**config.mk**
```make
export PLATFORM = sky130hd
export DESIGN_NAME = fetch_pc_unit_flat
export DESIGN_NICKNAME = d
export VERILOG_FILES = /design/src/rtl/fetch_pc_unit_pkg.sv /design/src/rtl/fetch_pc_unit_if.sv /design/src/rtl/fetch_pc_unit_btb_dm.sv /design/src/rtl/fetch_pc_unit.sv /design/src/flat_wrapper.sv
export SDC_FILE = /design/constraint.sdc
export NUM_CORES = 2
export LEC_CHECK = 0
export ABC_AREA = 0
export BUFFER_PORTS_ARGS = -buffer_cell sky130_fd_sc_hd__buf_2
export CAP_MARGIN = 20
export CORE_MARGIN = 2
export CORE_UTILIZATION = 25
export DETAILED_ROUTE_END_ITERATION = 8
export PLACE_DENSITY = 0.47
export SLEW_MARGIN = 15
export SYNTH_ARGS = -nofsm -noshare
export SYNTH_HDL_FRONTEND = slang
export SYNTH_SLANG_ARGS = --single-unit
export TNS_END_PERCENT = 1
```
**constraint.sdc**
```tcl
create_clock -name clk -period 90.5 [get_ports clk]
set_input_delay 9.05 -clock clk [delete_from_list [all_inputs] [get_ports clk]]
set_output_delay 9.05 -clock clk [all_outputs]
set_load 0.01 [all_outputs]
```
**src/rtl/fetch_pc_unit_pkg.sv**
```systemverilog
// Shared constants for the fetch PC unit: reset vector, BTB geometry and the
// 2-bit direction counter encodings.
package fetch_pc_unit_pkg;

   localparam logic [31:0] RESET_PC_DEF  = 32'h1c00_0000;
   localparam int unsigned BTB_IDX_W_DEF = 4;
   localparam int unsigned XLEN          = 32;

   // Direction counter encodings; bit 1 set means predict taken.
   localparam logic [1:0] CNT_SNT = 2'b00;
   localparam logic [1:0] CNT_WNT = 2'b01;
   localparam logic [1:0] CNT_WT  = 2'b10;
   localparam logic [1:0] CNT_ST  = 2'b11;

   // Saturating step of a direction counter towards the resolved outcome.
   function automatic logic [1:0] sat_cnt(input logic [1:0] cnt, input logic taken);
      if (taken) begin
         return (cnt == CNT_ST) ? cnt : cnt + 2'd1;
      end
      return (cnt == CNT_SNT) ? cnt : cnt - 2'd1;
   endfunction

endpackage

```
**src/rtl/fetch_pc_unit_if.sv**
```systemverilog
// Bus bundle between the fetch PC unit, the instruction SRAM, decode and the
// branch resolution stage. master = fetch unit side, slave = environment side.
interface fetch_pc_unit_if;

   logic        id_allowin;
   logic        br_taken_cancel;
   logic [31:0] br_next_pc;
   logic        bu_upd_valid;
   logic [31:0] bu_upd_pc;
   logic        bu_upd_taken;
   logic [31:0] bu_upd_target;
   logic        inst_sram_en;
   logic [31:0] inst_sram_addr;
   logic [31:0] inst_sram_rdata;
   logic        if_valid;
   logic [31:0] if_pc;
   logic [31:0] if_pred_pc;
   logic [31:0] if_inst;

   modport master (
      input  id_allowin, br_taken_cancel, br_next_pc,
      input  bu_upd_valid, bu_upd_pc, bu_upd_taken, bu_upd_target,
      input  inst_sram_rdata,
      output inst_sram_en, inst_sram_addr,
      output if_valid, if_pc, if_pred_pc, if_inst
   );

   modport slave (
      output id_allowin, br_taken_cancel, br_next_pc,
      output bu_upd_valid, bu_upd_pc, bu_upd_taken, bu_upd_target,
      output inst_sram_rdata,
      input  inst_sram_en, inst_sram_addr,
      input  if_valid, if_pc, if_pred_pc, if_inst
   );

endinterface

```
**src/rtl/fetch_pc_unit_btb_dm.sv**
```systemverilog
// Direct-mapped BTB with 2-bit direction counters. Lookup is combinational on
// the current arrays, so a same-cycle update is only visible from the next cycle.
module fetch_pc_unit_btb_dm
   import fetch_pc_unit_pkg::*;
#(
   parameter int unsigned BTB_IDX_W = BTB_IDX_W_DEF
) (
   input  logic        clk,
   input  logic        reset,
   input  logic [31:0] lookup_pc_i,
   output logic [31:0] pred_pc_o,
   input  logic        upd_valid_i,
   input  logic [31:0] upd_pc_i,
   input  logic        upd_taken_i,
   input  logic [31:0] upd_target_i
);

   localparam int unsigned Entries = 1 << BTB_IDX_W;
   localparam int unsigned TagW    = XLEN - BTB_IDX_W - 2;

   logic [Entries-1:0] valid_q;
   logic [TagW-1:0]    tag_q    [Entries];
   logic [31:0]        target_q [Entries];
   logic [1:0]         cnt_q    [Entries];

   logic [BTB_IDX_W-1:0] lk_idx, up_idx;
   logic [TagW-1:0]      lk_tag, up_tag;
   logic                 lk_hit, up_hit;

   assign lk_idx = lookup_pc_i[BTB_IDX_W+1:2];
   assign lk_tag = lookup_pc_i[31:BTB_IDX_W+2];
   assign up_idx = upd_pc_i[BTB_IDX_W+1:2];
   assign up_tag = upd_pc_i[31:BTB_IDX_W+2];

   // Prediction: follow the stored target only on a hit with a taken-leaning counter.
   always_comb begin
      lk_hit    = valid_q[lk_idx] && (tag_q[lk_idx] == lk_tag);
      up_hit    = valid_q[up_idx] && (tag_q[up_idx] == up_tag);
      pred_pc_o = (lk_hit && cnt_q[lk_idx][1]) ? target_q[lk_idx] : lookup_pc_i + 32'd4;
   end

   // Training: hits adjust the counter, taken misses allocate, not-taken misses are dropped.
   always_ff @(posedge clk or posedge reset) begin
      if (reset) begin
         valid_q <= '0;
         for (int i = 0; i < Entries; i++) begin
            tag_q[i]    <= '0;
            target_q[i] <= '0;
            cnt_q[i]    <= CNT_WNT;
         end
      end else if (upd_valid_i) begin
         if (up_hit) begin
            cnt_q[up_idx] <= sat_cnt(cnt_q[up_idx], upd_taken_i);
            if (upd_taken_i) begin
               target_q[up_idx] <= upd_target_i;
            end
         end else if (upd_taken_i) begin
            valid_q[up_idx]  <= 1'b1;
            tag_q[up_idx]    <= up_tag;
            target_q[up_idx] <= upd_target_i;
            cnt_q[up_idx]    <= CNT_WT;
         end
      end
   end

endmodule

```
**src/rtl/fetch_pc_unit.sv**
```systemverilog
// Fetch PC generator: holds the fetch PC, selects the next SRAM read address
// (boot > redirect > stall > prediction) and presents the fetched word to decode.
module fetch_pc_unit
   import fetch_pc_unit_pkg::*;
#(
   parameter logic [31:0] RESET_PC  = RESET_PC_DEF,
   parameter int unsigned BTB_IDX_W = BTB_IDX_W_DEF
) (
   input logic            clk,
   input logic            reset,
   fetch_pc_unit_if.master fetch_io
);

   logic [31:0] pc_q, pc_d;
   logic        valid_q, valid_d;
   logic        boot_q;
   logic [31:0] pred_pc;

   fetch_pc_unit_btb_dm #(
      .BTB_IDX_W (BTB_IDX_W)
   ) u_btb (
      .clk          (clk),
      .reset        (reset),
      .lookup_pc_i  (pc_q),
      .pred_pc_o    (pred_pc),
      .upd_valid_i  (fetch_io.bu_upd_valid),
      .upd_pc_i     (fetch_io.bu_upd_pc),
      .upd_taken_i  (fetch_io.bu_upd_taken),
      .upd_target_i (fetch_io.bu_upd_target)
   );

   // Next fetch address; a stall re-reads the current PC so rdata stays aligned with if_pc.
   always_comb begin
      pc_d = pred_pc;
      if (boot_q) begin
         pc_d = RESET_PC;
      end else if (fetch_io.br_taken_cancel) begin
         pc_d = fetch_io.br_next_pc;
      end else if (valid_q && !fetch_io.id_allowin) begin
         pc_d = pc_q;
      end
      // The redirect bubble covers the slot whose rdata belongs to the wrong path.
      valid_d = !(fetch_io.br_taken_cancel && !boot_q);
   end

   // PC, valid and boot flag registers.
   always_ff @(posedge clk or posedge reset) begin
      if (reset) begin
         pc_q    <= RESET_PC - 32'd4;
         valid_q <= 1'b0;
         boot_q  <= 1'b1;
      end else begin
         pc_q    <= pc_d;
         valid_q <= valid_d;
         boot_q  <= 1'b0;
      end
   end

   assign fetch_io.inst_sram_en   = !reset;
   assign fetch_io.inst_sram_addr = pc_d;
   assign fetch_io.if_valid       = valid_q;
   assign fetch_io.if_pc          = pc_q;
   assign fetch_io.if_pred_pc     = pred_pc;
   assign fetch_io.if_inst        = fetch_io.inst_sram_rdata;

endmodule

```
**src/flat_wrapper.sv**
```systemverilog
// flat-port wrapper written by rule: the top's interface ports become plain ports
module fetch_pc_unit_flat import fetch_pc_unit_pkg::*;
#(
   parameter logic [31:0] RESET_PC  = RESET_PC_DEF,
   parameter int unsigned BTB_IDX_W = BTB_IDX_W_DEF
)
  (clk, reset, fetch_io_id_allowin, fetch_io_br_taken_cancel, fetch_io_br_next_pc, fetch_io_bu_upd_valid, fetch_io_bu_upd_pc, fetch_io_bu_upd_taken, fetch_io_bu_upd_target, fetch_io_inst_sram_rdata, fetch_io_inst_sram_en, fetch_io_inst_sram_addr, fetch_io_if_valid, fetch_io_if_pc, fetch_io_if_pred_pc, fetch_io_if_inst);
  fetch_pc_unit_if fetch_io_i ();
  input logic clk;
  input logic reset;
  input wire logic [$bits(fetch_io_i.id_allowin)-1:0] fetch_io_id_allowin;
  input wire logic [$bits(fetch_io_i.br_taken_cancel)-1:0] fetch_io_br_taken_cancel;
  input wire logic [$bits(fetch_io_i.br_next_pc)-1:0] fetch_io_br_next_pc;
  input wire logic [$bits(fetch_io_i.bu_upd_valid)-1:0] fetch_io_bu_upd_valid;
  input wire logic [$bits(fetch_io_i.bu_upd_pc)-1:0] fetch_io_bu_upd_pc;
  input wire logic [$bits(fetch_io_i.bu_upd_taken)-1:0] fetch_io_bu_upd_taken;
  input wire logic [$bits(fetch_io_i.bu_upd_target)-1:0] fetch_io_bu_upd_target;
  input wire logic [$bits(fetch_io_i.inst_sram_rdata)-1:0] fetch_io_inst_sram_rdata;
  output wire logic [$bits(fetch_io_i.inst_sram_en)-1:0] fetch_io_inst_sram_en;
  output wire logic [$bits(fetch_io_i.inst_sram_addr)-1:0] fetch_io_inst_sram_addr;
  output wire logic [$bits(fetch_io_i.if_valid)-1:0] fetch_io_if_valid;
  output wire logic [$bits(fetch_io_i.if_pc)-1:0] fetch_io_if_pc;
  output wire logic [$bits(fetch_io_i.if_pred_pc)-1:0] fetch_io_if_pred_pc;
  output wire logic [$bits(fetch_io_i.if_inst)-1:0] fetch_io_if_inst;
  assign fetch_io_i.id_allowin = fetch_io_id_allowin;
  assign fetch_io_i.br_taken_cancel = fetch_io_br_taken_cancel;
  assign fetch_io_i.br_next_pc = fetch_io_br_next_pc;
  assign fetch_io_i.bu_upd_valid = fetch_io_bu_upd_valid;
  assign fetch_io_i.bu_upd_pc = fetch_io_bu_upd_pc;
  assign fetch_io_i.bu_upd_taken = fetch_io_bu_upd_taken;
  assign fetch_io_i.bu_upd_target = fetch_io_bu_upd_target;
  assign fetch_io_i.inst_sram_rdata = fetch_io_inst_sram_rdata;
  assign fetch_io_inst_sram_en = fetch_io_i.inst_sram_en;
  assign fetch_io_inst_sram_addr = fetch_io_i.inst_sram_addr;
  assign fetch_io_if_valid = fetch_io_i.if_valid;
  assign fetch_io_if_pc = fetch_io_i.if_pc;
  assign fetch_io_if_pred_pc = fetch_io_i.if_pred_pc;
  assign fetch_io_if_inst = fetch_io_i.if_inst;
  fetch_pc_unit #(.RESET_PC(RESET_PC), .BTB_IDX_W(BTB_IDX_W)) u_core (.clk(clk), .reset(reset), .fetch_io(fetch_io_i));
endmodule
```
# Word-level counts from Yosys, hierarchy flattened
# Cells that the tools add are included.
# Widths: inputs -> output; s select.
# word_totals
inputBits	134
register_bits	1010
output_inout_bits	130
elab_cells	132
# op_classes
bitwise	7
n_eq_ne	3
n_lt_le_gt_ge	6
reduce_logical	16
addsub	3
n_mux	45
# op_table
cell	count
$bwmux 512	1
$bwmux 416	1
$mux 32	9
$bmux 26 s4	2
$mux 26	5
$bmux 32 s4	1
$demux 32 s4	1
$demux 26 s4	1
$eq 26x26->1	2
$add 32x3->32 const B	1
$bwmux 32	1
$or 16x16->16	2
$mux 2	11
$and 16x16->16	1
$bmux 2 s4	2
$not 16->16	1
$ge 5x5->1 const B	2
$lt 4x5->1 const B	2
$not 4->5	2
$bmux 1 s4	2
$demux 2 s4	1
$logic_and 1x1->1	7
$mux 1	6
$lt 5x1->1 const B	1
11 further kinds	15

# Logic depth before layout (Yosys ltp)
# logic_depth
ltp_word	13
mapped_depth	16
depth_no_buf	9

# Cells and area by module
# Synthesis repeated with hierarchy kept, for this count alone.
# unflattened
cells_unflattened	3702
hier_area_um2	51653.3
# modules_own_cells
mod	area_per_inst_um2	seq_area_each_um2	cells_each	instances
fetch_pc_unit_btb_dm	49413.6	24443.4	3492	1
fetch_pc_unit	2239.6	884.6	210	1

# Worst setup path after synthesis
# No wires, ideal clock.
# synth_timing
path_type	input port to output port
startpoint	input reset
endpoint	output fetch_io_inst_sram_en
path_stages	1
arrival_ns	29.742
path_buffers	0
setup_slack_ns	51.708
required_ns	81.450
cell_sequence	inv_1
# synth_between
elab_chain_len	1
# synth_rtl
item	line_no	text
from (decl)	flat_wrapper.sv:10	input logic reset;
$logic_not 1->1 (no source line)	--	
to (decl)	flat_wrapper.sv:19	output wire logic [$bits(fetch_io_i.inst_sram_en)-1:0] fetch_io_inst_sram_en;
# No other way between the ends.

# Worst setup path after layout
# layout_timing
startpoint	input fetch_io_id_allowin
endpoint	output fetch_io_inst_sram_addr[17]
# layout_between
elab_chain_len	5
# layout_rtl
item	line_no	text
from (decl)	flat_wrapper.sv:11	input wire logic [$bits(fetch_io_i.id_allowin)-1:0] fetch_io_id_allowin;
$logic_not 1->1	fetch_pc_unit.sv:39	end else if (valid_q && !fetch_io.id_allowin) begin
$logic_and 1x1->1	fetch_pc_unit.sv:39	
$mux 32	fetch_pc_unit.sv:39	
$mux 32	fetch_pc_unit.sv:37	end else if (fetch_io.br_taken_cancel) begin
$mux 32	fetch_pc_unit.sv:35	if (boot_q) begin
to (decl)	flat_wrapper.sv:20	output wire logic [$bits(fetch_io_i.inst_sram_addr)-1:0] fetch_io_inst_sram_addr;
# No other way between the ends.

==> metrics.txt <==
largest net degree at the start of global routing 139; CTS tree built; Area contributors post-synth dfrtp_1, mux2_2, mux4_2; post-DR wirelength/cell 27.69 um; post-DP HPWL 112400 um; Final Util 28.58%; setup repair bufs after CTS 0; post-synthesis compound-gate area fraction 4.071%; Site Rows 168; leakage 0.02535 uW; r2r worst-path depth 13; final hold vios 0; adder-cell share of the synthesized area 0.06201%; R2R setup slack 83.87 ns; sequential cell area 25340 sq um; CP Launch Point fetch_io_id_allowin; Skew-Pair Late Insertion Delay 0.80 ns; vias in the first global route 33980; cts bufs inserted 119; commonest cells after routing, fill and taps aside mux2_2, dfrtp_1, mux4_2; Max stage delay cell, worst path nor3_2; Clock Pin Slew Worst Setup and Hold Paths 0.06 ns; Flop pwr share 43.4%; Int Pwr 978.8 uW; setup TNS 0 ns; VDD IR max 0.00001833 V; Core Area 209200 sq um; Synth Area in XOR/XNOR 1.336%; Critical Path Fanout Max 12; number of hold buffers added after CTS 0; Least-Margin Pin Slew 1.124 ns; crit-path cells buf_2 > nand2b_1 > nor3_2 > buf_4 > a22o_1 > a21o_1 > buf_2; clock period minus final worst setup slack 19.95 ns; type of origin of the critical path input pin; RR Endpoint u_core.fetch_io.if_pc[1]; cell area after synthesis 52460 sq um; worst path arrival time 10.90 ns; Slew HR 25.04%; ratio of cells with drive above 1 in the final layout 49.51%; die height 462.1 um; Comb pwr share 20.1%; post-synth top area share 46.13%; simple-gate share of the synthesized area 4.138%; Mean Syn Cell Area 14.52 sq um; multi-input logic area 25130 sq um; met3 WL post-DR 8196 um; DRC Markers 0; Met2 Wirelength 87100 um; power share of the clock group 36.5%; Worst Setup EP fetch_io_inst_sram_addr[17]; Final WS setup 70.55 ns; Antenna Nets Post-Route 0; grt ovf 0; Initial Util 25.08%; Yosys reg bits 1010; main combinational cell family by area after synthesis multiplexers; port bufs 197; Syn Inst Count 3613; most common cell after layout, fill and taps aside mux2_2; Max Fclk 0.05013 GHz; top_reg_cell synth dfrtp_1; die extent in x 462.1 um; PD cells 22.90 nW/um^2; post_cts resized 0; first-pass GRT wire length 260300 um; H-tree Lvls 3; slowest cell delay on critical path 0.68 ns; clock buffer depth 3; RSZ-0062 raised after global routing no; run status complete, no violations; DRT met1 WL 80180 um; Root Buffer clkbuf_16; period utilisation layout 22.04%; via count 32790; hold crit path type flip-flop to flip-flop; Data required, critical path 81.45 ns; total clock sinks 1010; dpl ws 70.55 ns; cell count after placement 6333; Switching Fraction 28.50%; final WL 181400 um; vias per cell 5.005; Slew Viols, Final 0; fillcell total 21230; Crit Reg-Reg Startpoint u_core.fetch_io.if_pc[2]; hold_ws 0.4951 ns; Final Instance Count excl. Fillers 6550; Net Sw Power 390.2 uW; Net Count, Synth 3748; Critical Path Most Common Cell buf_2; Synth cell types 82; Worst Skew 0.06294 ns; Final nets 3784; largest area contributor in the netlist dfrtp_1; Seq/Total Area, Yosys 48.28%; Post-synth EDFFs 0; RD Place Congestion 0.8292; Starting DRT DRC Count 2645; GRT Total Usage 16.86%; # setup viols final 0; Ys Warns 0; max cap viols 0; mux contribution to synthesized area 38.04%; asr flop ratio synth 100.0%; full die area 213500 sq um; initial antenna violation count 34; Layout area overhead 13.97%; IO Pins 264; CP Class input pin to output pin; first-pass iteration count of the detailed router 6; CP endpoint kind output pin; top layer in use met5
-- worst min path at each step --
stage,slack (ns),start,to,cells after the start
6_report,0.50,u_core.u_btb.valid_q[1],u_core.u_btb.valid_q[1],1
5_1_grt,0.51,u_core.u_btb.target_q[422],u_core.u_btb.target_q[422],1
4_1_cts,0.49,u_core.u_btb.valid_q[1],u_core.u_btb.valid_q[1],1
3_5_place_dp,0.47,u_core.u_btb.valid_q[1],u_core.u_btb.valid_q[1],1
3_3_place_gp,0.47,u_core.u_btb.valid_q[0],u_core.u_btb.valid_q[0],1
2_1_floorplan,0.44,u_core.u_btb.valid_q[13],u_core.u_btb.valid_q[13],1
-- power by group through the flow --
stage	clock network, uW	registers [uW]	logic, uW
3_3_place_gp	0	598	274
3_5_place_dp	0	600	278
2_1_floorplan	0	581	207
5_1_grt	531	605	295
4_1_cts	513	593	279
6_report	499	594	276
-- Yosys cell counts, types with 23 or more instances --
cell      number
nand2_1       85
mux2i_1      146
a22oi_1       32
mux4_2       321
nand2b_1      28
xor2_1        23
inv_1         25
dfrtp_1      967
dfstp_2       43
nand3_1       60
o21ai_0       55
a22o_1        27
nor2_1        73
buf_4         52
buf_1         37
buf_2         54
xnor2_1       57
mux2_2       978
clkbuf_1     184
-- metrics by stage --
step | power (uW) | area [sq um]
3_3_place_gp | 871.3 | 55730
3_5_place_dp | 878.4 | 55750
5_1_grt | 1432 | 59780
4_1_cts | 1384 | 59770
6_report | 1369 | 59780
2_1_floorplan | 788.3 | 52460
-- worst max-delay path: cells and delay by family --
| kind | cells | cell delay, ns |
|---|---|---|
| simple gates | 2 | 0.86 |
| buf+inv | 3 | 0.66 |
| compound gates | 2 | 0.31 |
-- cells by family (layout without fill, tap and decap cells) --
| kind of cell | after synthesis | after routing |
|---|---|---|
| buffers and inverters | 391 | 519 |
| multiplexers | 1455 | 1455 |
| other | 1 | 5 |
| AND/OR/NAND/NOR | 388 | 388 |
| flip-flops | 1010 | 1010 |
| XOR/XNOR | 80 | 80 |
| AO/OA/AOI/OAI | 285 | 285 |
| adder cells (fa/ha/maj) | 3 | 3 |
-- metal layers --
layer,vias to the layer above,global-route usage (%)
met5,-,0
met3,279,2.929
met2,871,27.63
met1,17840,22.75
li1,13770,-
met4,20,4.902
-- flip-flops by register name, summed over array words and instances (netlist names) --
signal	cells
u_core.boot_q	1
u_core.u_btb.tag_q	416
u_core.fetch_io.if_valid	1
u_core.fetch_io.if_pc	32
u_core.u_btb.cnt_q	32
u_core.u_btb.valid_q	16
u_core.u_btb.target_q	512
-- area by class of cell --
cell class / instances / share of cell area (%)
Tap cell: 2805 / 5.870
Inverter: 26 / 0.1800
Clock buffer: 184 / 5.927
Antenna cell: 4 / 0.01674
Sequential cell: 1010 / 42.38
Multi-Input combinational cell: 2212 / 42.03
Clock inverter: 29 / 0.8057
Timing Repair Buffer: 280 / 2.786
(Power assumes the default switching activity.)
